$ cat config.mk
export PLATFORM = sky130hd
export DESIGN_NAME = imem_loader
export DESIGN_NICKNAME = d
export VERILOG_FILES = /design/src/rtl/imem_loader.sv
export SDC_FILE = /design/constraint.sdc
export NUM_CORES = 1
export LEC_CHECK = 0
export CORE_UTILIZATION = 40
export DETAILED_ROUTE_END_ITERATION = 6
export DONT_BUFFER_PORTS = 1
export HOLD_SLACK_MARGIN = 0.1
export SLEW_MARGIN = 15
export SYNTH_ARGS = -nofsm -noshare
export SYNTH_HDL_FRONTEND = slang
export SYNTH_SLANG_ARGS = --single-unit
$ cat constraint.sdc
create_clock -name clk -period 5.3 [get_ports clk]
set_clock_uncertainty 0.2 [all_clocks]
set_input_delay 0.795 -clock clk [delete_from_list [all_inputs] [get_ports clk]]
set_output_delay 0.795 -clock clk [all_outputs]
set_load 0.02 [all_outputs]
$ cat src/rtl/imem_loader.sv
// Instruction memory loader: receives a big-endian byte stream (length, then words)
// over valid/ready and writes the words into instruction memory from LOAD_BASE upward.
// Optional trailing XOR checksum byte: define IMEM_LOADER_CHECKSUM_EN.
module imem_loader #(
  parameter int unsigned N         = 16,
  parameter int unsigned M         = 1024,
  parameter int unsigned LOAD_BASE = 1
) (
  input  logic         clk,
  input  logic         rst_n,
  input  logic         start,
  input  logic         in_valid,
  input  logic [7:0]   in_data,
  output logic         in_ready,
  output logic [N-1:0] mem_addr,
  output logic [N-1:0] mem_din,
  output logic         mem_we,
  output logic         busy,
  output logic         done,
  output logic         err,
  output logic [N-1:0] words_loaded
);

  // Largest word count that still fits between LOAD_BASE and the top of memory.
  localparam logic [31:0] MaxLen = 32'(M - LOAD_BASE);

  typedef enum logic [3:0] {
    StIdle,
    StLenHi,
    StLenLo,
    StDataHi,
    StDataLo,
    StWrite,
`ifdef IMEM_LOADER_CHECKSUM_EN
    StChk,
`endif
    StDone,
    StErr
  } state_e;

  state_e      state;
  logic [15:0] len;
  logic [7:0]  hi_byte;
  logic [15:0] len_next;
  logic        xfer;
`ifdef IMEM_LOADER_CHECKSUM_EN
  logic [7:0]  csum;
`endif

  assign xfer     = in_valid && in_ready;
  assign len_next = {len[15:8], in_data};

  // Load sequencer; every output is a register updated alongside the state.
  always_ff @(posedge clk or negedge rst_n) begin
    if (!rst_n) begin
      state        <= StIdle;
      in_ready     <= 1'b0;
      mem_we       <= 1'b0;
      mem_addr     <= N'(LOAD_BASE);
      mem_din      <= '0;
      busy         <= 1'b0;
      done         <= 1'b0;
      err          <= 1'b0;
      words_loaded <= '0;
      len          <= '0;
      hi_byte      <= '0;
`ifdef IMEM_LOADER_CHECKSUM_EN
      csum         <= '0;
`endif
    end else begin
      mem_we <= 1'b0;
`ifdef IMEM_LOADER_CHECKSUM_EN
      if (xfer) csum <= csum ^ in_data;
`endif
      case (state)
        StIdle, StDone, StErr: begin
          if (start) begin
            done         <= 1'b0;
            err          <= 1'b0;
            words_loaded <= '0;
            mem_addr     <= N'(LOAD_BASE);
            busy         <= 1'b1;
            in_ready     <= 1'b1;
            state        <= StLenHi;
`ifdef IMEM_LOADER_CHECKSUM_EN
            csum         <= '0;
`endif
          end
        end
        StLenHi: begin
          if (xfer) begin
            len[15:8] <= in_data;
            state     <= StLenLo;
          end
        end
        StLenLo: begin
          if (xfer) begin
            len[7:0] <= in_data;
            if (32'(len_next) > MaxLen) begin
              in_ready <= 1'b0;
              busy     <= 1'b0;
              err      <= 1'b1;
              state    <= StErr;
            end else if (len_next == 16'd0) begin
`ifdef IMEM_LOADER_CHECKSUM_EN
              state    <= StChk;
`else
              in_ready <= 1'b0;
              busy     <= 1'b0;
              done     <= 1'b1;
              state    <= StDone;
`endif
            end else begin
              state <= StDataHi;
            end
          end
        end
        StDataHi: begin
          if (xfer) begin
            hi_byte <= in_data;
            state   <= StDataLo;
          end
        end
        StDataLo: begin
          if (xfer) begin
            // Zero-extends or truncates the 16-bit word to N bits.
            mem_din  <= N'({hi_byte, in_data});
            mem_we   <= 1'b1;
            in_ready <= 1'b0;
            state    <= StWrite;
          end
        end
        StWrite: begin
          mem_addr     <= mem_addr + N'(1);
          words_loaded <= words_loaded + N'(1);
          if (32'(words_loaded) + 32'd1 == 32'(len)) begin
`ifdef IMEM_LOADER_CHECKSUM_EN
            in_ready <= 1'b1;
            state    <= StChk;
`else
            busy     <= 1'b0;
            done     <= 1'b1;
            state    <= StDone;
`endif
          end else begin
            in_ready <= 1'b1;
            state    <= StDataHi;
          end
        end
`ifdef IMEM_LOADER_CHECKSUM_EN
        StChk: begin
          if (xfer) begin
            in_ready <= 1'b0;
            busy     <= 1'b0;
            if (in_data == csum) begin
              done  <= 1'b1;
              state <= StDone;
            end else begin
              err   <= 1'b1;
              state <= StErr;
            end
          end
        end
`endif
        default: state <= StIdle;
      endcase
    end
  end

endmodule

=== Word-level counts from Yosys, hierarchy flattened ===
Index checks and enable logic that the tools add are counted.

* Register bits after elaboration: 81
* Output and inout port bits: 53
* Word-level logic and storage cells: 86

* Add/sub/neg operators: 3
* Magnitude comparators: 1
* Eq/ne operators: 19
* Muxes and demuxes: 33
* Reduce and logical (&&, ||, !) cells: 18

{| class="wikitable"
|+ Operator list
! kind !! number
|-
| $pmux 16 s2 || 2
|-
| $add 16x1->16 const B || 2
|-
| $mux 16 || 2
|-
| $pmux 4 s6 || 1
|-
| $mux 4 || 5
|-
| $ne 2x2->1 const B || 10
|-
| $add 16x1->17 const B || 1
|-
| $eq 17x16->1 || 1
|-
| $eq 4x3->1 const B || 4
|-
| $gt 16x10->1 const B || 1
|-
| $logic_not 16->1 || 1
|-
| $mux 1 || 16
|-
| $reduce_and 6->1 || 2
|-
| $reduce_and 2->1 || 5
|-
| $reduce_and 5->1 || 2
|-
| $mux 3 || 3
|-
| $eq 4x2->1 const B || 2
|-
| $pmux 1 s3 || 2
|-
| $eq 4x1->1 const B || 1
|-
| $logic_not 4->1 || 1
|-
| $pmux 1 s4 || 1
|-
| $reduce_and 4->1 || 1
|-
| $reduce_bool 2->1 || 2
|-
| $reduce_bool 4->1 || 1
|-
| other kinds (5) || 5
|}

=== Depth between registers and ports, before layout ===
Gate-level depths: netlist of run 1.

* Word-level depth: 5
* Gate-level depth with buffers: 8

=== Worst setup path after synthesis of run 1 ===
No wires, ideal clock.

* Kind: flip-flop to flip-flop
* Start: register words_loaded[0]
* End: register in_ready
* Library setup time: 0.124 ns
* Arrival: 2.577 ns
* Setup slack: 2.400 ns
* Cell stages (with the launch flop): 9
* Period minus slack after synthesis: 2.900 ns
* Cells stage by stage: dfrtp_1 -> ha_1 -> nand3_2 -> buf_6 -> nor4_1 -> xnor2_1 -> nand4_1 -> or4_1 -> o31a_1

* Word-level cells in the longest chain between the ends: 4

{| class="wikitable"
|+ RTL lines
! item !! line !! text
|-
| start, declared || 21 || <nowiki>output logic [N-1:0] words_loaded</nowiki>
|-
| start signal, assigned || 135 || <nowiki>words_loaded <= words_loaded + N'(1);</nowiki>
|-
| $add 16x1->17 || 136 || <nowiki>if (32'(words_loaded) + 32'd1 == 32'(len)) begin</nowiki>
|-
| $eq 17x16->1 || 136 ||
|-
| $ne 2x2->1 (no line) || n/a ||
|-
| $reduce_and 6->1 (no line) || n/a ||
|-
| end signal, assigned || 108 || <nowiki>in_ready <= 1'b0;</nowiki>
|-
| end signal, assigned || 129 || <nowiki>in_ready <= 1'b0;</nowiki>
|-
| end signal, assigned || 146 || <nowiki>in_ready <= 1'b1;</nowiki>
|-
| end, declared || 14 || <nowiki>output logic in_ready,</nowiki>
|}

Every way passes these cells.
A chain may end at the register's enable or synchronous reset.

=== Final worst setup path of run 1 ===
Same ends and word-level chain as after synthesis.

==> results.md, run 1 <==
Die:
- The I/O pin count is 65.
- The overall die area is 10,900 um^2.
- In this run the standard cell core region covers ~10,000 um^2.
- From left edge to right edge, the die measures 104 um.
- For this configuration, the core starts out at a cell density of between 40 and 50%.
- The placement row count is 37.
- The die span in y is roughly 100 um.

Power:
- The leakage power total is 2.03 nW.
- Of the total power, combinational logic draws under 10%.
- Net switching is between 20% and 30% of the power.
- IR analysis of the VDD net gives a maximum drop of 0.102 mV.
- The proportion of power drawn by flip-flops and latches is ~56%.
- The relative contribution of the clock network to total power is between 40% and 50%.
- In this run the power density over the cells is between 200 and 250 nW/um^2.
- In this run the power spent charging and discharging nets is about 0.24 mW.
- The internal power of the cells totals 0.846 mW.

Critical path:
- The cell family contributing the most delay on the critical path is simple AND/OR/NAND/NOR gates.
- The critical path capture point type is a flip-flop.
- The number of buffers and inverters on the critical path is 0.
- The required time of the worst setup path is between 5 and 6 ns.
- The worst setup path is launched from a flip-flop.
- The largest single stage delay on the critical path is between 0.6 and 0.7 ns.
- The worst register-to-register path has a depth of 7.
- The standard cell with the maximum stage delay on the critical path is sky130_fd_sc_hd__nor4_1.
- In this run the critical register-to-register path is captured at in_ready.
- Data on the critical path arrives at its endpoint at 3.32 ns.
- The critical path in this run is classified as reg -> reg.
- The signal on the critical path passes through ha_1 > nand3_2 > nor4_1 > xnor2_1 > nand4_1 > or4_1 > o31a_1.
- The worst-path maximum fanout is 11.
- The worst register-to-register path has a setup slack of a little over 2 ns.
- In this run the critical register-to-register path is launched from words_loaded[0].

Clock network:
- The clock tree from TritonCTS is yes.
- The clock input transition at the sequential cells of the worst setup and hold paths is 0.08 ns.
- The clock reaches the later pin of the worst-skew pair after 0.36 ns.
- Clock tree synthesis found a total of 80 sinks.
- Buffers inserted during clock tree synthesis total 9.
- The H-tree was split into 3 levels.
- No sink is reached through more buffers than the 2 on the longest clock path.
- The root buffer cell is sky130_fd_sc_hd__clkbuf_8.
- After clock tree synthesis, the setup repair step added 0 buffers.

Synth:
- Multiplexer cells account for under 10% of the synthesized area.
- The netlist area before placement is ~4200 um^2.
- The post-synth net total is around 460.
- Summed over all instances, the cell type with the most area after synthesis is sky130_fd_sc_hd__dfrtp_1.
- The synthesized design contains 80 register bits.
- The cell count after synthesis came out at around 450.
- The library cell with the highest instance count after synthesis is sky130_fd_sc_hd__nand2_1.
- The number of enable-type register cells in the synthesized netlist is 0.
- The number of warning messages in the yosys log is 0.
- The number of different library cells in the post-synthesis netlist is 60.
- The most instantiated flip-flop cell in the synthesis netlist is sky130_fd_sc_hd__dfrtp_1.
- The synthesized design devotes to its leading area cell type a little under half of total area.
- The register area share after synthesis is 47.8%.
- The combinational family with the most area after synthesis is simple AND/OR/NAND/NOR gates.
- The synthesized netlist devotes ~21% of its cell area to simple gates.
- In the post-synthesis netlist, the biggest area contributors are sky130_fd_sc_hd__dfrtp_1 47%, sky130_fd_sc_hd__nand2_1 7.3%, sky130_fd_sc_hd__mux2_2 6.2%.
- Each instance of the synthesized netlist takes up on average 9.38 um^2.
- The synthesized netlist devotes roughly 16% of its cell area to compound gates.
- The adder-cell share of the synthesized area is less than 1%.
- The xor-xnor portion of the synthesized cell area is under 10%.
- The commonest cells after synthesis are 81 x sky130_fd_sc_hd__nand2_1, 79 x sky130_fd_sc_hd__dfrtp_1, 48 x sky130_fd_sc_hd__o21ai_0, 27 x sky130_fd_sc_hd__nor2_1, 23 x sky130_fd_sc_hd__mux2_2.
- The share of async-settable or async-resettable flops after synthesis is 100%.

STA:
- The worst-case headroom to the max-slew limit is 50.5%.
- The max-slew violation total from the final report is 0.
- The highest achievable clock rate is a little over 300 MHz.
- The number of endpoints failing setup at the final stage is 0.
- The share of the clock period used by the worst path after layout is about 60%.
- The post-route minimum period is 3.27 ns.
- Setup repair after global routing left no endpoint under its margin.
- The number of hold violations in the final report came to 0.
- The accumulated negative setup slack is 0 ns.
- The worst-margin pin slew is 0.740 ns.

Min path:
- The type of the most critical hold path is in -> async.

Global routing:
- The via count of the first global-routing pass was 3,218.
- The first global-routing pass estimated roughly 17 mm of wire.
- The number of antenna violations at the first check in global routing is 0.
- Global routing consumed, over all layers together, 19.7% of the routing resources.
- For this run the aggregate overflow at the end of global routing stands at 0.
- Entering global routing, the biggest net connects between 80 and 90 pins.

Routing:
- The count of antenna-violating nets left after detailed routing is 0.
- The first routing iteration left ~210 violations.
- In the routed design, unresolved DRC markers number 0.
- The detail-routed net length per standard cell is around 17 um.
- For this block, the routed nets add up to approximately 10 mm of wire.
- Before antenna repair, the detailed router went through 5 iterations.
- The detailed-route vias per instance is between 5 and 6.
- For this block, the via count after detailed routing is 3,349.

Place:
- The quantity of I/O buffers inserted on ports is 0.
- The detailed placer's ending HPWL is approximately 6.8 mm.
- In this run the cell area measured after placement is roughly 4300 um^2.
- The last weighted congestion value of the routability-driven placer is approximately 0.85.

Final layout:
- The share of final-layout standard cells stronger than drive strength 1 is approximately an eighth.
- The repair_antennas step left the layout with diodes totalling 0.
- Relative to the synthesized area, the layout overhead comes to 7.79%.
- Counting the fill cells in the layout gives a little under 1,000.
- The final net count is roughly 450.
- The multi-input combinational cell area is about 2100 um^2.
- Registers take about 2000 um^2.
- After routing the design area is between 4000 and 5000 um^2.

Job:
- The number of violations of the max-capacitance limit is 0.

Run status:
- The run finished with clean final reports.
worst register-to-register path, delay by kind of cell, from the launching register on:
| family | cells | cell delay (ns) |
|---|---|---|
| adder cells (fa/ha/maj) | 1 | 0.34 |
| AO/OA/AOI/OAI | 1 | 0.25 |
| XOR/XNOR | 1 | 0.19 |
| AND/OR/NAND/NOR | 4 | 1.56 |
| flip-flops | 1 | 0.62 |
flip-flops by register name, summed over array words and instances, names as in the netlist:
register,flops
len,16
hi_byte,8
mem_we,1
done,1
in_ready,1
state,3
busy,1
words_loaded,16
mem_din,16
mem_addr,16
err,1
layout make-up:
class | count | share of cell area [%]
clock buffers | 12 | 3.21
clock inverters | 4 | 1.16
inverters | 12 | 0.997
multi-input cells | 332 | 45.4
flip-flops and latches | 80 | 44.3
well taps | 136 | 3.77
repair buffers | 4 | 1.11
how the worst max path moves through the flow:
stage	start	end	slack, ns	depth (start not counted)
after CTS	words_loaded[0]	in_ready	2.06	7
after global routing	words_loaded[0]	in_ready	1.88	7
after global placement	words_loaded[0]	in_ready	2.25	7
after detailed placement	words_loaded[0]	in_ready	2.08	7
after floorplan	words_loaded[0]	in_ready	2.40	8
final	words_loaded[0]	in_ready	2.03	7
kinds of logic after synthesis:
family                     Yosys count
and+or+nand+nor                    176
muxes                               24
xor gates and xnor gates            21
buffers and inverters               35
AOI/OAI and AO/OA                  109
adders and majority gates            2
DFF                                 80
power by group through the flow:
| stage | registers, mW | clock network, mW | logic, mW |
|---|---|---|---|
| after global placement | 0.622 | 0 | 0.00176 |
| after global routing | 0.610 | 0.501 | 0.0187 |
| final | 0.610 | 0.463 | 0.0156 |
| after detailed placement | 0.622 | 0 | 0.00182 |
| after CTS | 0.610 | 0.478 | 0.0168 |
| after floorplan | 0.622 | 0 | 0.00164 |
layer usage:
| metal | vias up | GRT usage [%] | share of wire (%) |
|---|---|---|---|
| met3 | 15 | 4.20 | 5.6 |
| met2 | 85 | 29.7 | 45 |
| met4 | 0 | 7.86 | 1.6 |
| met1 | 1652 | 27.6 | 47 |
| met5 | - | 0 | 0 |
| li1 | 1597 | - | - |
what timing repair did:
item | in CTS | in global routing
hold endpoints to repair | 80 | 0
hold buffers | 1 | 0
gates resized for setup | 0 | 0
through the flow:
step                total power, mW  hold WS, ns  worst slack, ns  util, %  cells
global route                   1.13        0.130             1.88     44.2    580
detailed placement            0.624        0.263             2.08     42.0    563
floorplan                     0.624        0.233             2.40        -    447
finish                         1.09        0.112             2.03     44.2    580
CTS                            1.10        0.140             2.06     44.2    580
global placement              0.624        0.251             2.25     42.0    563
layout by cell type (no fill, tap or decap), drive strengths merged, types with 4 or more instances in the layout:
cell	count
inv	12
nand2	81
a22o	4
nor2	27
o21ai	48
xnor2	11
mux2	23
o41ai	7
and3	5
and4	4
clkbuf	12
dfrtp	79
nand3	16
xor2	9
nor4	10
buf	4
a31oi	12
a21oi	13
o31ai	5
nand4	11
Note: power is estimated with default switching activity, not from simulation.
==> inputs of run 2 (changes only) <==
Clock period 5.3 ns to 3 ns, I/O delays scaled along.
==> run 2 against run 1 <==
Compared with the run above:
- sequential share of layout area shrank 2.4 points
- flip-flop and latch count unchanged
- final cell count rose by 5.7%
- largest cell class unchanged
==> results.md, run 2 (synthesized netlist as in run 1, its figures left out) <==
Run status:
- The flow ran to the end, and the final reports show no timing, DRC or antenna violations.

STA:
- Setup repair after global routing left no endpoint under its margin.
- The share of the clock period used by the worst path after layout is a little over 90%.
- The max-slew violation total from the final report is 0.
- Timing would allow up to ~360 MHz.
- Setup slack closes at 0.240 ns.
- The tightest hold margin is about 0.12 ns.
- Measured against its own limit, the worst slew margin works out to a little over half.
- For the final routed database, the setup TNS stands at 0 ns.
- The number of endpoints failing setup at the final stage is 0.
- At the pin with the least slew margin, the transition time is around 0.67 ns.
- The number of hold violations in the final report was 0.
- The smallest clock period supported by the final layout is computed as about 2.8 ns.

Global routing:
- The total global routing overflow is 0.
- The number of antenna violations at the first check in global routing is 0.
- Entering global routing, the biggest net connects a little over 80 pins.
- The global-route wire length before repair is roughly 18 mm.
- The via count of the first global-routing pass came to about 3,300.
- The overall fraction of global-route tracks in use is 21.0%.

Critical path:
- The biggest cell delay along the critical path is between 0.5 and 0.6 ns.
- The category of the most critical setup path is reg -> reg.
- The critical path capture point type is a flip-flop.
- Walking the worst path, the cells encountered are ha_1 > nand3_2 > nor4_1 > buf_4 > o32a_1 > nand4_1 > or4_1 > o31a_1.
- On the critical path, the stage with the largest delay is an instance of sky130_fd_sc_hd__or4_1.
- The arrival time at the worst endpoint is 2.81 ns.
- For the worst setup path, the data required time is slightly above 3 ns.
- In this run the worst path has a maximum fanout of 6.
- The startpoint class of the critical path is a flip-flop.

Final layout:
- The commonest non-fill, non-tap cell in the layout is sky130_fd_sc_hd__nand2_1.
- Counting the fill cells in the layout gives between 900 and 1,000.
- The antenna diode count is 0.
- With fillers left out, the area of the finished cells amounts to approximately 4800 um^2.
- The final instance count without filler cells is between 600 and 700.
- Across the whole layout, storage elements account for 2000 um^2.
- The top cell types in the final layout, fill and taps aside, are 81 x sky130_fd_sc_hd__nand2_1, 79 x sky130_fd_sc_hd__dfrtp_1, 48 x sky130_fd_sc_hd__o21ai_0.
- The post-layout utilization of the core is between 40% and 50%.
- The multi-input combinational cell area is roughly 2100 um^2.
- The area overhead of the layout relative to synthesis is 14.1%.
- The final net count is between 400 and 500.
- Of the cells placed in the final design, the portion with a size suffix greater than 1 is between 10% and 20%.

Clock network:
- TritonCTS built the clock tree.
- The number of buffers between clock root and the deepest sink is 2.
- Gates resized during post-CTS repair numbered 0.
- The H-tree generated during clock tree synthesis spans 3 levels.
- After clock tree synthesis, the setup repair step added 0 buffers.
- Clock-pin slew was measured on the worst setup and hold paths at approximately 0.080 ns.
- The worst-skew pair later-pin latency is around 0.36 ns.
- Buffers inserted to repair hold after CTS numbered 11.
- The clock sink count is 80.
- The number of buffers inserted during clock tree synthesis is 9.
- The root buffer cell is sky130_fd_sc_hd__clkbuf_8.

Power:
- Power spread over the standard cell area amounts to about 400 nW/um^2.
- The maximum resistive drop on vdd is 0.247 mV.
- The overall power of the completed layout is between 1.5 and 2 mW.
- The analysis attributes to cell leakage a power of about 2.2 nW.

Routing:
- The remaining design rule violation count is 0.
- The count of vias placed by the detailed router is 3,441.
- The first TritonRoute pass finished after 5 iterations.
- The detailed-route vias per instance is 5.61.
- The detail-routed net length per standard cell is ~17 um.
- The count of antenna-violating nets left after detailed routing is 0.
- In this run, the number of DRC markers left after iteration 0 of detailed routing was between 200 and 250.
- The total routed wirelength is approximately 11 mm.

Die:
- The placeable core region is a little over 10,000 um^2.
- Measured along the y axis, the die boundary spans approximately 100 um.
- The I/O pin count is 65.
- The placement row count is 37.
- The die span in x is about 100 um.
- The starting density of the core is between 40% and 50%.
- The overall die area is ~11,000 um^2.

Place:
- The detailed placer's ending HPWL is ~7.2 mm.
- The post-placement cell count is just under 600.
- The pre-CTS worst setup slack is 0.268 ns.
- The last weighted congestion value of the routability-driven placer is 0.849.
- The placed instances occupy a cell area of around 4500 um^2.
- The quantity of I/O buffers inserted on ports is 0.

Min path:
- In this run the worst hold path is classified as in -> reg.

Job:
- The number of violations of the max-capacitance limit is 0.
-- run 2: changes by cell type in the layout (fill, tap and decap cells not counted) --
cell                            delta
sky130_fd_sc_hd__buf_4            +23
sky130_fd_sc_hd__dlygate4sd3_1    +10
sky130_fd_sc_hd__clkbuf_8          -1
sky130_fd_sc_hd__clkinv_2          +1
sky130_fd_sc_hd__clkinv_4          +1
sky130_fd_sc_hd__inv_6             -1
-- run 2: critical path, delay by kind of cell (launching register included) --
kind                     cells  cell delay [ns]
AO/OA/AOI/OAI                2             0.40
adder cells (fa/ha/maj)      1             0.26
buffers and inverters        1             0.18
flip-flops                   1             0.36
AND/OR/NAND/NOR              4             1.25
-- run 2: power breakdown --
group | internal (mW) | total (mW) | switching (mW)
Combinational | 0.0144 | 0.0467 | 0.0322
Sequential | 1.08 | 1.08 | 0
Clock | 0.385 | 0.783 | 0.398
-- run 2: path summary, 6_finish.rpt --
kind | start | endpoint | slack (ns) | cells past startpoint
max in group asynchronous | rst_n | mem_addr[0] | 1.80 | 2
min in group asynchronous | rst_n | busy | 0.43 | 2
hold reg to reg | hi_byte[7] | mem_din[15] | 0.27 | 2
setup / recovery | words_loaded[1] | in_ready | 0.24 | 8
hold / removal | start | state[1] | 0.12 | 3
setup reg to reg | words_loaded[1] | in_ready | 0.24 | 8
-- run 2: layout make-up --
class	instances	area share (%)
Timing Repair Buffer	37	6.75
Sequential cell	80	41.9
Multi-Input combinational cell	332	42.9
Inverter	12	0.942
Tap cell	136	3.56
Clock inverter	5	1.20
Clock buffer	11	2.75
-- run 2: metal layers --
layer  vias up  routed length, um  GRT usage [%]
met5         -                  0              0
met4         0                161           7.76
met2        69               5050           32.6
met1      1689               4990           27.4
li1       1669                  -              -
met3        14                504           6.45
